$ cat src/rtl/timer_irq_if.sv
// rtl/timer_irq_if.sv - single-cycle request / one-cycle acknowledge data-bus port
interface timer_irq_if;
  logic        req_i;
  logic        we_i;
  logic [31:0] addr_i;
  logic [31:0] data_i;
  logic [31:0] data_o;
  logic        ack_o;

  modport master (
    output req_i, we_i, addr_i, data_i,
    input  data_o, ack_o
  );

  modport slave (
    input  req_i, we_i, addr_i, data_i,
    output data_o, ack_o
  );
endinterface

$ cat src/rtl/timer_irq.sv
// rtl/timer_irq.sv - memory-mapped machine timer with prescaler, auto-reload compare and sticky interrupt
module timer_irq #(
  parameter int PRESC_WIDTH = 16
) (
  input  logic       clk,
  input  logic       rst,
  timer_irq_if.slave bus,
  output logic       irq_o
);

  localparam logic [1:0] ADDR_CTRL  = 2'd0;
  localparam logic [1:0] ADDR_COUNT = 2'd1;
  localparam logic [1:0] ADDR_CMP   = 2'd2;
  localparam logic [1:0] ADDR_PRESC = 2'd3;

  logic                   en_q, en_d;
  logic                   ie_q, ie_d;
  logic                   pend_q, pend_d;
  logic [31:0]            count_q, count_d;
  logic [31:0]            cmp_q, cmp_d;
  logic [PRESC_WIDTH-1:0] presc_q, presc_d;
  logic [PRESC_WIDTH-1:0] pcnt_q, pcnt_d;
  logic                   ack_q, ack_d;
  logic [31:0]            rdata_q, rdata_d;

  logic       wr_en;
  logic       rd_en;
  logic [1:0] sel;
  logic       tick;
  logic       match;

  // Only addr[3:2] selects a register; the rest is decoded by the interconnect.
  logic unused_addr;
  assign unused_addr = ^{bus.addr_i[31:4], bus.addr_i[1:0]};

  // Next-state logic: prescaler, counter, pending flag, register writes and read mux.
  always_comb begin
    sel   = bus.addr_i[3:2];
    wr_en = bus.req_i & bus.we_i;
    rd_en = bus.req_i & ~bus.we_i;
    // Tick and match use pre-write state so same-cycle writes only affect later ticks.
    tick  = en_q && (pcnt_q == presc_q);
    match = (count_q == cmp_q);

    en_d    = en_q;
    ie_d    = ie_q;
    pend_d  = pend_q;
    count_d = count_q;
    cmp_d   = cmp_q;
    presc_d = presc_q;
    pcnt_d  = pcnt_q;

    if (!en_q || tick) begin
      pcnt_d = '0;
    end else begin
      pcnt_d = pcnt_q + 1'b1;
    end

    if (tick) begin
      count_d = match ? 32'd0 : count_q + 32'd1;
    end

    if (wr_en) begin
      case (sel)
        ADDR_CTRL: begin
          en_d = bus.data_i[0];
          ie_d = bus.data_i[1];
          if (bus.data_i[2]) pend_d = 1'b0;
          // Keep the prescaler at 0 from the moment counting is disabled.
          if (!bus.data_i[0]) pcnt_d = '0;
        end
        ADDR_COUNT: begin
          count_d = bus.data_i;
          pcnt_d  = '0;
        end
        ADDR_CMP: begin
          cmp_d = bus.data_i;
        end
        default: begin
          presc_d = bus.data_i[PRESC_WIDTH-1:0];
          pcnt_d  = '0;
        end
      endcase
    end

    // A match sets pending even if software clears it in the same cycle.
    if (tick && match) pend_d = 1'b1;

    ack_d   = bus.req_i;
    rdata_d = 32'd0;
    if (rd_en) begin
      case (sel)
        ADDR_CTRL:  rdata_d = {29'd0, pend_q, ie_q, en_q};
        ADDR_COUNT: rdata_d = count_q;
        ADDR_CMP:   rdata_d = cmp_q;
        default:    rdata_d = 32'(presc_q);
      endcase
    end
  end

  // State registers with synchronous active-high reset.
  always_ff @(posedge clk) begin
    if (rst) begin
      en_q    <= 1'b0;
      ie_q    <= 1'b0;
      pend_q  <= 1'b0;
      count_q <= 32'd0;
      cmp_q   <= 32'hFFFF_FFFF;
      presc_q <= '0;
      pcnt_q  <= '0;
      ack_q   <= 1'b0;
      rdata_q <= 32'd0;
    end else begin
      en_q    <= en_d;
      ie_q    <= ie_d;
      pend_q  <= pend_d;
      count_q <= count_d;
      cmp_q   <= cmp_d;
      presc_q <= presc_d;
      pcnt_q  <= pcnt_d;
      ack_q   <= ack_d;
      rdata_q <= rdata_d;
    end
  end

  assign bus.ack_o  = ack_q;
  assign bus.data_o = rdata_q;
  assign irq_o      = pend_q & ie_q;

endmodule

$ cat src/flat_wrapper.sv
// flat-port wrapper written by rule: the top's interface ports become plain ports
module timer_irq_flat 
#(
  parameter int PRESC_WIDTH = 16
)
  (clk, rst, irq_o, bus_req_i, bus_we_i, bus_addr_i, bus_data_i, bus_data_o, bus_ack_o);
  timer_irq_if bus_i ();
  input  logic clk;
  input  logic rst;
  output logic irq_o;
  input wire logic [$bits(bus_i.req_i)-1:0] bus_req_i;
  input wire logic [$bits(bus_i.we_i)-1:0] bus_we_i;
  input wire logic [$bits(bus_i.addr_i)-1:0] bus_addr_i;
  input wire logic [$bits(bus_i.data_i)-1:0] bus_data_i;
  output wire logic [$bits(bus_i.data_o)-1:0] bus_data_o;
  output wire logic [$bits(bus_i.ack_o)-1:0] bus_ack_o;
  assign bus_i.req_i = bus_req_i;
  assign bus_i.we_i = bus_we_i;
  assign bus_i.addr_i = bus_addr_i;
  assign bus_i.data_i = bus_data_i;
  assign bus_data_o = bus_i.data_o;
  assign bus_ack_o = bus_i.ack_o;
  timer_irq #(.PRESC_WIDTH(PRESC_WIDTH)) u_core (.clk(clk), .rst(rst), .bus(bus_i), .irq_o(irq_o));
endmodule
$ cat config.mk
export PLATFORM = sky130hd
export DESIGN_NAME = timer_irq_flat
export DESIGN_NICKNAME = d
export VERILOG_FILES = /design/src/rtl/timer_irq_if.sv /design/src/rtl/timer_irq.sv /design/src/flat_wrapper.sv
export SDC_FILE = /design/constraint.sdc
export NUM_CORES = 1
export LEC_CHECK = 0
export ABC_AREA = 1
export BUFFER_PORTS_ARGS = -buffer_cell sky130_fd_sc_hd__buf_2
export CAP_MARGIN = 5
export CORE_UTILIZATION = 31
export CTS_CLUSTER_SIZE = 24
export DETAILED_ROUTE_END_ITERATION = 16
export MAX_ROUTING_LAYER = met4
export PLACE_DENSITY = 0.49
export SLEW_MARGIN = 0
export SYNTH_ARGS = -nofsm -noshare
export SYNTH_HDL_FRONTEND = slang
export SYNTH_SLANG_ARGS = --single-unit
export TNS_END_PERCENT = 20
$ cat constraint.sdc
create_clock -name clk -period 2.3 [get_ports clk]
set_clock_uncertainty 0.1 [all_clocks]
set_input_delay 0.345 -clock clk [delete_from_list [all_inputs] [get_ports clk]]
set_output_delay 0.345 -clock clk [all_outputs]
set_load 0.01 [all_outputs]
* Word-level counts from Yosys, hierarchy flattened *
Index checks and enable logic that the tools add are counted.

cells by class
  add/subtract/negate cells = 2
  equal/unequal tests = 4
  multiplexer cells = 13
  bitwise operators = 6
  reduce and logical (&&, ||, !) cells = 14

operators with widths
  cell                                            count
  2-to-1 mux 32 bit                               4
  case mux 32 bit (3 select lines)                1
  2-to-1 mux 16 bit                               3
  adder 32 x 1 -> 32 bit (second input constant)  1
  == test 32 bit                                  1
  case mux 16 bit (2 select lines)                1
  adder 16 x 1 -> 16 bit (second input constant)  1
  == test 16 bit                                  1
  AND reduction 2 bit                             3
  nonzero test 2 bit                              3
  2-to-1 mux 1 bit                                4
  AND 1 bit                                       3
  inverter 1 bit                                  3
  AND reduction 3 bit                             1
  OR reduction 3 bit                              1
  == test 2 x 1 -> 1 bit (second input constant)  1
  == test 2 bit (second input constant)           1
  logical AND 1 bit                               2
  logical NOT 2 bit                               1
  OR reduction 2 bit                              1
  logical NOT 1 bit                               1
  logical OR 1 bit                                1

word-level totals
  register bits after elaboration = 132
  output and inout port bits = 34
  word-level logic and storage cells = 48

* Longest topological paths before layout *
  depth in word-level cells = 7
  mapped depth = 13

* Least setup slack after synthesis *
No wires, ideal clock.

  path kind = reg-to-reg
  from = reg u_core.count_q[0]
  to = reg u_core.count_q[28]
  setup time = 70 ps
  arrival time = 1,568 ps
  required time = 2,130 ps
  slack = 562 ps
  stages on the path, launching flop included = 10
  period minus slack after synthesis = 1,738 ps
  cell sequence = dfxtp_1 > ha_1 > nand3_1 > inv_1 > nand2_1 > nor3b_2 > nand2_1 > nand2_1 > nand4_1 > a21oi_1

on the way
  longest elaborated chain between the ends = 5
  elaborated cells between the ends (all ways) = 6
  those cells by class = 1 x add/sub; 1 x eq/ne; 4 x mux

ends and longest elaborated chain
  item                                                             line                              source
  start: declaration                                               timer_irq.sv:19                   logic [31:0] count_q, count_d;
  start signal: assignment                                         timer_irq.sv:117                  count_q <= count_d;
  adder 32 x 1 -> 32 bit / == test 32 bit (equally long branches)  timer_irq.sv:60, timer_irq.sv:43
  2-to-1 mux 32 bit *                                              timer_irq.sv:60                   count_d = match ? 32'd0 : count_q + 32'd1;
  2-to-1 mux 32 bit *                                              timer_irq.sv:59                   if (tick) begin
  2-to-1 mux 32 bit                                                timer_irq.sv:64                   case (sel)
  2-to-1 mux 32 bit *                                              timer_irq.sv:63                   if (wr_en) begin

Mark *: on every way between the ends. The rest lies on a longest branch, timed or not.
A chain may end at the register's enable or synchronous reset.

* Worst setup path in the final report *
  from = reg u_core.count_q[0]
  to = reg u_core.count_q[25]

Same word-level chain as after synthesis.

==> flow_summary.toml <==
[clock_network]
clock-root-buffer = "clkbuf_16"
post_cts_buffers = 0
htreeDepth = 4
cts_resized = 0
cts.sinks = 132
path_clk_slew_ps = 60
cts_buffers = 17
holdBufCountCts = 0
clockBufferDepth = 2
cts_tree = "done"
clk_latency_ps = 430

[routing]
first_pass_iters = 5
wl_per_cell_microns = 13.5
antenna_left = 0
drt_iter0_markers = 359
vias = 6680
vias_per_cell = 4.57
wl_microns = 19800
drc = 0

[global_route]
antenna_found_initial = 0
grt_pass1_wl_microns = 33100
grt_pass1_vias = 6365
gr-total-overflow = 0
grt_max_degree = 51
grt_usage = 0.182

[timing]
setup_viol = 0
drv_slew = 0
setup_tns_ps = 0
fin_crit_sh = 0.859
slew_headroom = 0.495
rsz0062_at_grt = "no"
fin_crit_ps = 1980
worst_slew_pin_slew_ps = 756
fin_ws_ps = 324
max_freq_ghz = 0.506
finalHoldViolations = 0

[floorplan]
num_rows = 54
initial_utilization = 0.320
die_h_microns = 153
dieArea_sq_um = 23400
die_x_microns = 153
core-area_sq_um = 22100
io_pins = 102

[status]
status = "finished, final reports clean"

[pwr]
p_per_area_nw_per_um2 = 716
peakVddDrop_uv = 395
total_leakage_power_uw = 0.00406

[synthesis]
avgSynthCellArea_sq_um = 6.38
syn_area_sq_um = 7070
synth_cell_types = 30
ys_seq_area_frac = 0.374
syn_nets = 1179
yosysWarnings = 0
ys_ff_latch = 132
synthCells = 1109

[final_layout]
fin_nets = 1240
drive_gt1_frac = 0.122
antennaDiodeCount = 0
nFillCells = 2412
area.growth.synth_to_final_pct = 19.7
multi_input_comb_area_sq_um = 3520
seq_area_sq_um = 2640

[worst_setup_path]
crit_type = "reg -> reg"
path_max_fanout = 5
end_kind = "flip-flop"
critical_path_required_ps = 2560
cp.arrival_ps = 2240
cp-start-kind = "flip-flop"

[placement]
dp_hpwl_microns = 14500
io_buffers = 71
place_congestion = 0.830
pre_cts_slack_ps = 319

[job]
cap_violations = 0

[hold_path]
hold_path_class = "in -> reg"
[through the flow]
step           power, uW  std cells  hold slack (ps)  instance area (sq um)   util
2_1_floorplan       2740       1109              314                   7070      -
3_3_place_gp        2910       1431              375                   7780  0.352
3_5_place_dp        2910       1431              372                   7780  0.352
4_1_cts             6140       1463             30.6                   8470  0.383
5_1_grt             6290       1463             38.7                   8470  0.383
6_report            6060       1463             41.0                   8470  0.383
[worst paths after layout]
path | from | endpoint | slack, ps | depth (start not counted)
max | u_core.count_q[0] | u_core.count_q[25] | 320 | 9
min | bus_data_i[21] | u_core.cmp_q[21] | 40 | 3
max reg2reg | u_core.count_q[0] | u_core.count_q[25] | 320 | 9
min reg2reg | u_core.cmp_q[27] | u_core.bus.data_o[27] | 380 | 2
[critical path, stage by stage (launching register included)]
cell and delay (ps):
dfxtp_1 400, buf_4 170, inv_1 100, nor2_2 200, nand2_1 150, nor3_1 390
nand2_1 90, nand2_1 70, nand4_1 90, a21oi_1 140
[Yosys cell counts]
cell / instances / share of area
o21ai_0: 71 / 0.050
nor2_2: 5 / 0.0044
o2111ai_1: 2 / 0.0025
inv_2: 5 / 0.0027
nand4_1: 20 / 0.018
buf_6: 3 / 0.0048
o221ai_1: 2 / 0.0025
clkbuf_2: 3 / 0.0021
inv_1: 174 / 0.092
buf_2: 13 / 0.0092
nand2_1: 319 / 0.17
nor3b_1: 6 / 0.0064
nor2_1: 90 / 0.048
xnor2_1: 21 / 0.026
buf_1: 4 / 0.0021
nor3_1: 9 / 0.0064
nand3_1: 82 / 0.058
nor3_2: 1 / 0.0014
ha_1: 2 / 0.0035
a21o_1: 1 / 0.0011
xor2_1: 17 / 0.021
nor2_4: 1 / 0.0016
o211ai_1: 20 / 0.021
nand3b_1: 1 / 0.0011
dfxtp_1: 132 / 0.37
nor3b_2: 1 / 0.0018
o22ai_1: 9 / 0.0080
o21ai_1: 1 / 0.00071
clkbuf_1: 32 / 0.017
a21oi_1: 62 / 0.044
[layer usage]
metal | part of all wire | global-route usage | up-vias
li1 | - | - | 3599
met1 | 0.50 | 0.237 | 2938
met2 | 0.45 | 0.283 | 121
met3 | 0.038 | 0.0301 | 22
met4 | 0.013 | 0.0620 | 0
met5 | 0 | - | -
[area by class of cell]
type,count,area share
timing repair buffer,97,0.0694
inverter,179,0.0793
clock inverter,11,0.0263
sequential,132,0.312
clock buffer,21,0.0555
tap,280,0.0414
multi-input combinational,743,0.416
[sequential cells by signal, summed over array words and instances (netlist names)]
register / count
u_core.bus.data_o: 32
u_core.cmp_q: 32
u_core.count_q: 32
u_core.pcnt_q: 16
u_core.presc_q: 16
u_core.bus.ack_o: 1
u_core.en_q: 1
u_core.ie_q: 1
u_core.pend_q: 1
[report_power, final]
| part | internal [uW] | leakage, uW | switching [uW] |
|---|---|---|---|
| Combinational | 167 | 0.00265 | 280 |
| Clock | 2130 | 0.000334 | 1080 |
| Sequential | 2350 | 0.00107 | 56.9 |
| Total | 4650 | 0.00406 | 1420 |
[cells in the final DEF, fill, tap and decap left out, types with 8 or more instances in the layout]
cell type	count
a21oi_1	62
buf_2	71
buf_4	23
clkbuf_16	17
dfxtp_1	132
inv_1	173
nand2_1	319
nand3_1	82
nand4_1	20
nor2_1	89
nor3_1	8
o211ai_1	20
o21ai_0	71
o22ai_1	9
xnor2_1	21
xor2_1	17
[kinds of logic (layout without fill, tap and decap cells)]
kind of cell | Yosys count | count (layout) | synth area share
and+or+nand+nor | 535 | 535 | 0.316
buffers and inverters | 234 | 308 | 0.130
AOI/OAI and AO/OA | 168 | 168 | 0.130
DFF | 132 | 132 | 0.374
xor gates and xnor gates | 38 | 38 | 0.0470
adders and majority gates | 2 | 2 | 0.00354
Note: power is estimated with default switching activity, not from simulation.
